## src/rtl/instruction_fetch_if.sv

```systemverilog
// Instruction-memory request/response bus between the IF stage and imem.
// At most one request is outstanding; the response arrives one or more
// cycles after the request is accepted.
interface instruction_fetch_if #(
    parameter int PC_WIDTH   = 32,
    parameter int INST_WIDTH = 32
);
    logic                  imem_req;
    logic [PC_WIDTH-1:0]   imem_addr;
    logic                  imem_rvalid;
    logic [INST_WIDTH-1:0] imem_rdata;

    modport master (output imem_req, imem_addr, input imem_rvalid, imem_rdata);
    modport slave  (input imem_req, imem_addr, output imem_rvalid, imem_rdata);
endinterface

```

## src/rtl/instruction_fetch.sv

```systemverilog
// IF stage of the 5-stage RISC-V pipeline: fetches from imem and fills the
// IF/ID register (pc, instruction, inst_valid) consumed by the decoder.
// Optional feature macro: IF_MISALIGN_TRAP_EN (misaligned redirect trap,
// adds the fetch_misalign port).
module instruction_fetch #(
    parameter int                   PC_WIDTH   = 32,
    parameter int                   INST_WIDTH = 32,
    parameter logic [PC_WIDTH-1:0]  RESET_PC   = 32'h0000_0000,
    parameter logic [INST_WIDTH-1:0] NOP_INST  = 32'h0000_0013
) (
    input  logic                  clk,
    input  logic                  rst,
    input  logic                  cpu_en,
    input  logic                  is_stall,
    input  logic                  is_branch_taken,
    input  logic [PC_WIDTH-1:0]   branch_target,
    instruction_fetch_if.master   imem,
    output logic [PC_WIDTH-1:0]   pc,
    output logic [INST_WIDTH-1:0] instruction,
`ifdef IF_MISALIGN_TRAP_EN
    output logic                  fetch_misalign,
`endif
    output logic                  inst_valid
);

    typedef enum logic [1:0] {S_IDLE, S_WAIT, S_BUF} state_t;

    state_t                state, state_n;
    logic [PC_WIDTH-1:0]   fpc, fpc_n, fpc_inc, pc_n, target, addr_c;
    logic [INST_WIDTH-1:0] buf_q, buf_n, instr_n;
    logic                  valid_n, kill, kill_n, req_c, hold;

`ifdef IF_MISALIGN_TRAP_EN
    logic misalign, misalign_n;
    assign target         = branch_target;
    assign fetch_misalign = misalign;
`else
    logic unused_target_lsbs;
    assign target             = {branch_target[PC_WIDTH-1:2], 2'b00};
    assign unused_target_lsbs = ^branch_target[1:0];
`endif

    assign fpc_inc        = fpc + PC_WIDTH'(4);
    assign hold           = is_stall | ~cpu_en;
    assign imem.imem_req  = req_c;
    assign imem.imem_addr = addr_c;

    // Next-state, request and IF/ID update logic
    always_comb begin
        state_n = state;
        fpc_n   = fpc;
        kill_n  = kill;
        buf_n   = buf_q;
        pc_n    = pc;
        instr_n = instruction;
        valid_n = inst_valid;
        req_c   = 1'b0;
        addr_c  = fpc;
        if (!hold) begin
            instr_n = NOP_INST;
            valid_n = 1'b0;
        end
        if (is_branch_taken) begin
            fpc_n   = target;
            instr_n = NOP_INST;
            valid_n = 1'b0;
            unique case (state)
                S_WAIT: begin
                    // A response still in flight must be dropped when it lands
                    if (imem.imem_rvalid) begin
                        state_n = S_IDLE;
                        kill_n  = 1'b0;
                    end else begin
                        kill_n = 1'b1;
                    end
                end
                default: state_n = S_IDLE;
            endcase
        end else begin
            unique case (state)
                S_IDLE: begin
                    req_c = cpu_en;
                    if (cpu_en) state_n = S_WAIT;
                end
                S_WAIT: begin
                    if (imem.imem_rvalid) begin
                        if (kill) begin
                            kill_n  = 1'b0;
                            state_n = S_IDLE;
                        end else if (!hold) begin
                            // Back-to-back: issue the next fetch in the same cycle
                            pc_n    = fpc;
                            instr_n = imem.imem_rdata;
                            valid_n = 1'b1;
                            fpc_n   = fpc_inc;
                            req_c   = 1'b1;
                            addr_c  = fpc_inc;
                        end else begin
                            buf_n   = imem.imem_rdata;
                            state_n = S_BUF;
                        end
                    end
                end
                S_BUF: begin
                    if (!hold) begin
                        pc_n    = fpc;
                        instr_n = buf_q;
                        valid_n = 1'b1;
                        fpc_n   = fpc_inc;
                        state_n = S_IDLE;
                    end
                end
                default: state_n = S_IDLE;
            endcase
        end
`ifdef IF_MISALIGN_TRAP_EN
        misalign_n = misalign | (is_branch_taken & (|branch_target[1:0]));
        // Trapped: never issue, drain any outstanding response, emit bubbles
        if (misalign) begin
            req_c   = 1'b0;
            pc_n    = pc;
            instr_n = NOP_INST;
            valid_n = 1'b0;
            if (state == S_IDLE || state == S_BUF) state_n = S_IDLE;
            if (state == S_WAIT && imem.imem_rvalid) begin
                state_n = S_IDLE;
                kill_n  = 1'b0;
            end
        end
`endif
    end

    // State and IF/ID registers with synchronous active-low reset
    always_ff @(posedge clk) begin
        if (!rst) begin
            state       <= S_IDLE;
            fpc         <= RESET_PC;
            kill        <= 1'b0;
            buf_q       <= '0;
            pc          <= RESET_PC;
            instruction <= NOP_INST;
            inst_valid  <= 1'b0;
`ifdef IF_MISALIGN_TRAP_EN
            misalign    <= 1'b0;
`endif
        end else begin
            state       <= state_n;
            fpc         <= fpc_n;
            kill        <= kill_n;
            buf_q       <= buf_n;
            pc          <= pc_n;
            instruction <= instr_n;
            inst_valid  <= valid_n;
`ifdef IF_MISALIGN_TRAP_EN
            misalign    <= misalign_n;
`endif
        end
    end

endmodule

```

## src/flat_wrapper.sv

```systemverilog
// flat-port wrapper written by rule: the top's interface ports become plain ports
module instruction_fetch_flat 
#(
    parameter int                   PC_WIDTH   = 32,
    parameter int                   INST_WIDTH = 32,
    parameter logic [PC_WIDTH-1:0]  RESET_PC   = 32'h0000_0000,
    parameter logic [INST_WIDTH-1:0] NOP_INST  = 32'h0000_0013
)
  (clk, rst, cpu_en, is_stall, is_branch_taken, branch_target, pc, instruction, inst_valid, imem_imem_req, imem_imem_addr, imem_imem_rvalid, imem_imem_rdata);
  instruction_fetch_if #(.PC_WIDTH(PC_WIDTH), .INST_WIDTH(INST_WIDTH)) imem_i ();
  input  logic clk;
  input  logic rst;
  input  logic cpu_en;
  input  logic is_stall;
  input  logic is_branch_taken;
  input  logic [PC_WIDTH-1:0] branch_target;
  output logic [PC_WIDTH-1:0] pc;
  output logic [INST_WIDTH-1:0] instruction;
  output logic inst_valid;
  output wire logic [$bits(imem_i.imem_req)-1:0] imem_imem_req;
  output wire logic [$bits(imem_i.imem_addr)-1:0] imem_imem_addr;
  input wire logic [$bits(imem_i.imem_rvalid)-1:0] imem_imem_rvalid;
  input wire logic [$bits(imem_i.imem_rdata)-1:0] imem_imem_rdata;
  assign imem_imem_req = imem_i.imem_req;
  assign imem_imem_addr = imem_i.imem_addr;
  assign imem_i.imem_rvalid = imem_imem_rvalid;
  assign imem_i.imem_rdata = imem_imem_rdata;
  instruction_fetch #(.PC_WIDTH(PC_WIDTH), .INST_WIDTH(INST_WIDTH), .RESET_PC(RESET_PC), .NOP_INST(NOP_INST)) u_core (.clk(clk), .rst(rst), .cpu_en(cpu_en), .is_stall(is_stall), .is_branch_taken(is_branch_taken), .branch_target(branch_target), .imem(imem_i), .pc(pc), .instruction(instruction), .inst_valid(inst_valid));
endmodule
```

## config.mk

```make
export PLATFORM = sky130hd
export DESIGN_NAME = instruction_fetch_flat
export DESIGN_NICKNAME = d
export VERILOG_FILES = /design/src/rtl/instruction_fetch_if.sv /design/src/rtl/instruction_fetch.sv /design/src/flat_wrapper.sv
export SDC_FILE = /design/constraint.sdc
export NUM_CORES = 1
export LEC_CHECK = 0
export ABC_AREA = 1
export BUFFER_PORTS_ARGS = -buffer_cell sky130_fd_sc_hd__buf_2
export CAP_MARGIN = 20
export CORE_MARGIN = 2
export CORE_UTILIZATION = 53
export DETAILED_ROUTE_END_ITERATION = 8
export PLACE_DENSITY = 0.79
export SLEW_MARGIN = 30
export SYNTH_ARGS = -nofsm -noshare
export SYNTH_HDL_FRONTEND = slang
export SYNTH_SLANG_ARGS = --single-unit
```

## constraint.sdc

```tcl
create_clock -name clk -period 4.28 [get_ports clk]
set_clock_uncertainty 0.15 [all_clocks]
set_input_delay 1.07 -clock clk [delete_from_list [all_inputs] [get_ports clk]]
set_output_delay 1.07 -clock clk [all_outputs]
set_load 0.05 [all_outputs]
```

==> results.yml <==
status:
  status: "completed"
clock_network:
  htreeDepth: 4
  clock-sinks: 128
  clk_pin_slew_worst_paths_ps: 60
  cts_hold_buf: 0
  cts_max_path_buffers: 2
  postCtsSetupBuffers: 0
  numCtsBuffers: 17
  insertion_delay_ps: 420
  clock-root-buffer: "clkbuf_16"
  ctsResizeCount: 0
  cts_tree: "built"
timing:
  slew_headroom_pct: 56.4
  period_minus_slack_ps: 3930
  final-setup-viol-count: 0
  maxSlewViolCount: 0
  worst_slew_pin_slew_ps: 653
  setup_tns_ps: 0
  hold_viol_final: 0
  rsz0062_at_grt: "false"
  period_share_pct: 91.9
  fmax_ghz: 0.254
  fin_ws_ps: 346
setup_path:
  worstPathRequired_ps: 3060
  crit_arrival_ps: 2710
  critPathLaunch: "is_stall"
  startpoint_type: "primary input"
  crit_type: "primary input to output port"
  endpoint_kind: "output port"
  r2r_start: "u_core.state[0]$_SDFFE_PN0P_"
  cp_max_fo: 7
drt:
  drt-initial-drc-count: 843
  via_per_inst: 5.50
  drtPass1Iterations: 5
  avgRoutedWirePerCell_um: 14.9
  wirelength_mm: 21.5
  ant_nets: 0
  vias: 7934
  route.detailed.drc: 0
logic_synthesis:
  synth-main-ff-cell: "dfxtp_1"
  ys_warn_count: 0
  synth_cell_type_count: 41
  netlist_area_um2: 7310
  ys_ff_latch: 128
  synth-edff-count: 0
  ys_async_sr_fraction_pct: 0
  syn_inst: 1132
  syn_avg_cell_area_um2: 6.45
  synth-seq-area-share_pct: 35.1
min_path:
  holdCritPathClass: "flop to flop"
  hold_path.startpoint: "u_core.buf_q[31]$_SDFFE_PN0P_"
placement:
  gp_congestion: 0.942
  hpwlAfterDp_mm: 14.4
  dpl_worst_slack_ps: 402
  numPortBuffers: 161
floorplan:
  die_area_um2: 14700
  io_pins: 168
  row_count: 42
  fp.dieW_um: 121
  start_util_pct: 54.7
  die_height_um: 121
  coreArea_um2: 13300
grt:
  overflow: 0
  antenna_found_initial: 0
  track_usage_pct: 29.2
  grt_pass1_wl_mm: 34.4
  grt_pass1_vias: 7053
  grt_max_degree: 65
final_layout:
  layout-area-overhead-vs-synth_pct: 19.9
  antenna-diode-count: 0
  nets: 1329
  drive_above_1_share_pct: 20.4
power_and_ir_drop:
  power.leakage_nw: 4.04
  irDropWorstVdd_mv: 0.411
  powerDensity_nw_per_um2: 493
  power_w: 0.00432
run:
  max-cap-violations: 0
==> cells in the mapped netlist (2+ instances only) <==
master    instances  area share [%]
nor2_4            8             1.2
buf_1             4            0.21
o31ai_1           2            0.21
a21oi_1         107             7.3
dfxtp_1         128              35
xor2_1           17             2.0
or2_2             6            0.51
o21ai_1           7            0.48
buf_6             2            0.31
ha_1              5            0.86
nor2_2            6            0.51
clkbuf_1         47             2.4
nor2_1           45             2.3
buf_4             7            0.72
inv_2            11            0.57
clkinv_1          3            0.15
a221oi_1          3            0.36
a31oi_1          34             2.9
o221ai_1          6            0.72
nand4_1          14             1.2
o21ai_0         192              13
a211oi_1          3            0.31
nand2_2           7            0.60
nand3_1          30             2.1
buf_2            17             1.2
inv_1           117             6.0
nand2_1         286              15
nor3_1            5            0.34
==> routing by layer <==
layer  track usage [%]  part of all wire [%]  wire, um
met1              41.8                    45      9590
met5                 0                     0         0
met2              44.3                    46      9780
met4              9.48                   1.7       359
met3              5.40                   8.2      1750
==> power breakdown <==
group,total [W],internal [W],switching (W)
registers,0.00144,0.00132,0.000117
clock network,0.00152,0.000964,0.000559
logic,0.00136,0.000341,0.00102
==> worst max-delay path: stages <==
cell and delay (ps):
buf_2 110, inv_1 90, nand2_2 70, inv_2 140
nand2_1 150, nor2_1 130, nand3_1 140, nor2_2 160
nand2_1 80, xor2_1 130, nand2_1 60, o21ai_1 100
buf_2 290
==> final timing paths <==
| kind | to | slack (ps) | cells past startpoint |
|---|---|---|---|
| worst max register to register | u_core.pc[14]$_SDFFE_PN0P_ | 1750 | 10 |
| worst min-delay path | u_core.buf_q[31]$_SDFFE_PN0P_ | 290 | 2 |
| worst min register to register | u_core.buf_q[31]$_SDFFE_PN0P_ | 290 | 2 |
| worst max-delay path | imem_imem_addr[27] | 350 | 13 |
==> cell type report <==
cell class	count	area [um^2]
fillers	1230	4580
multi-input cells	798	3930
flip-flops and latches	128	2560
repair buffers	178	933
inverters	131	492
clock buffers	20	467
well taps	176	220
clock inverters	12	156
==> cell families (layout without fill, tap and decap cells) <==
kind of cell | after synthesis | after routing | synth area share, %
xor gates and xnor gates | 17 | 17 | 2.04
other | 1 | 4 | 0.0513
and+or+nand+nor | 414 | 414 | 24.4
DFF | 128 | 128 | 35.1
adders and majority gates | 5 | 5 | 0.856
buffers and inverters | 209 | 341 | 11.6
AOI/OAI and AO/OA | 358 | 358 | 26.0
==> per-stage QoR <==
step           instances  util (%)  cell area, um^2  hold WS [ps]
2_1_floorplan       1135         -             7320           275
3_3_place_gp        1411      60.9             8130           284
3_5_place_dp        1411      60.9             8130           289
4_1_cts             1443      65.5             8750           299
5_1_grt             1443      65.7             8760           313
6_report            1443      65.7             8760           294
==> sequential cells by signal, indices dropped and copies added, names as in the netlist <==
register	count
u_core.inst_valid	1
u_core.fpc	30
u_core.buf_q	32
u_core.instruction	32
u_core.state	2
u_core.kill	1
u_core.pc	30
==> cell usage in the layout, fill, tap and decap left out, types with 7 or more instances in the layout <==
master	n
inv_2	11
buf_4	17
nor2_4	8
buf_2	161
dfxtp_1	128
nor2_1	43
o21ai_0	192
xor2_1	17
nand2_2	7
nand4_1	14
o21ai_1	7
nor2_2	8
nand3_1	30
clkbuf_16	17
a21oi_1	107
inv_1	117
nand2_1	285
a31oi_1	34
Power figures use the tool's default switching activity.
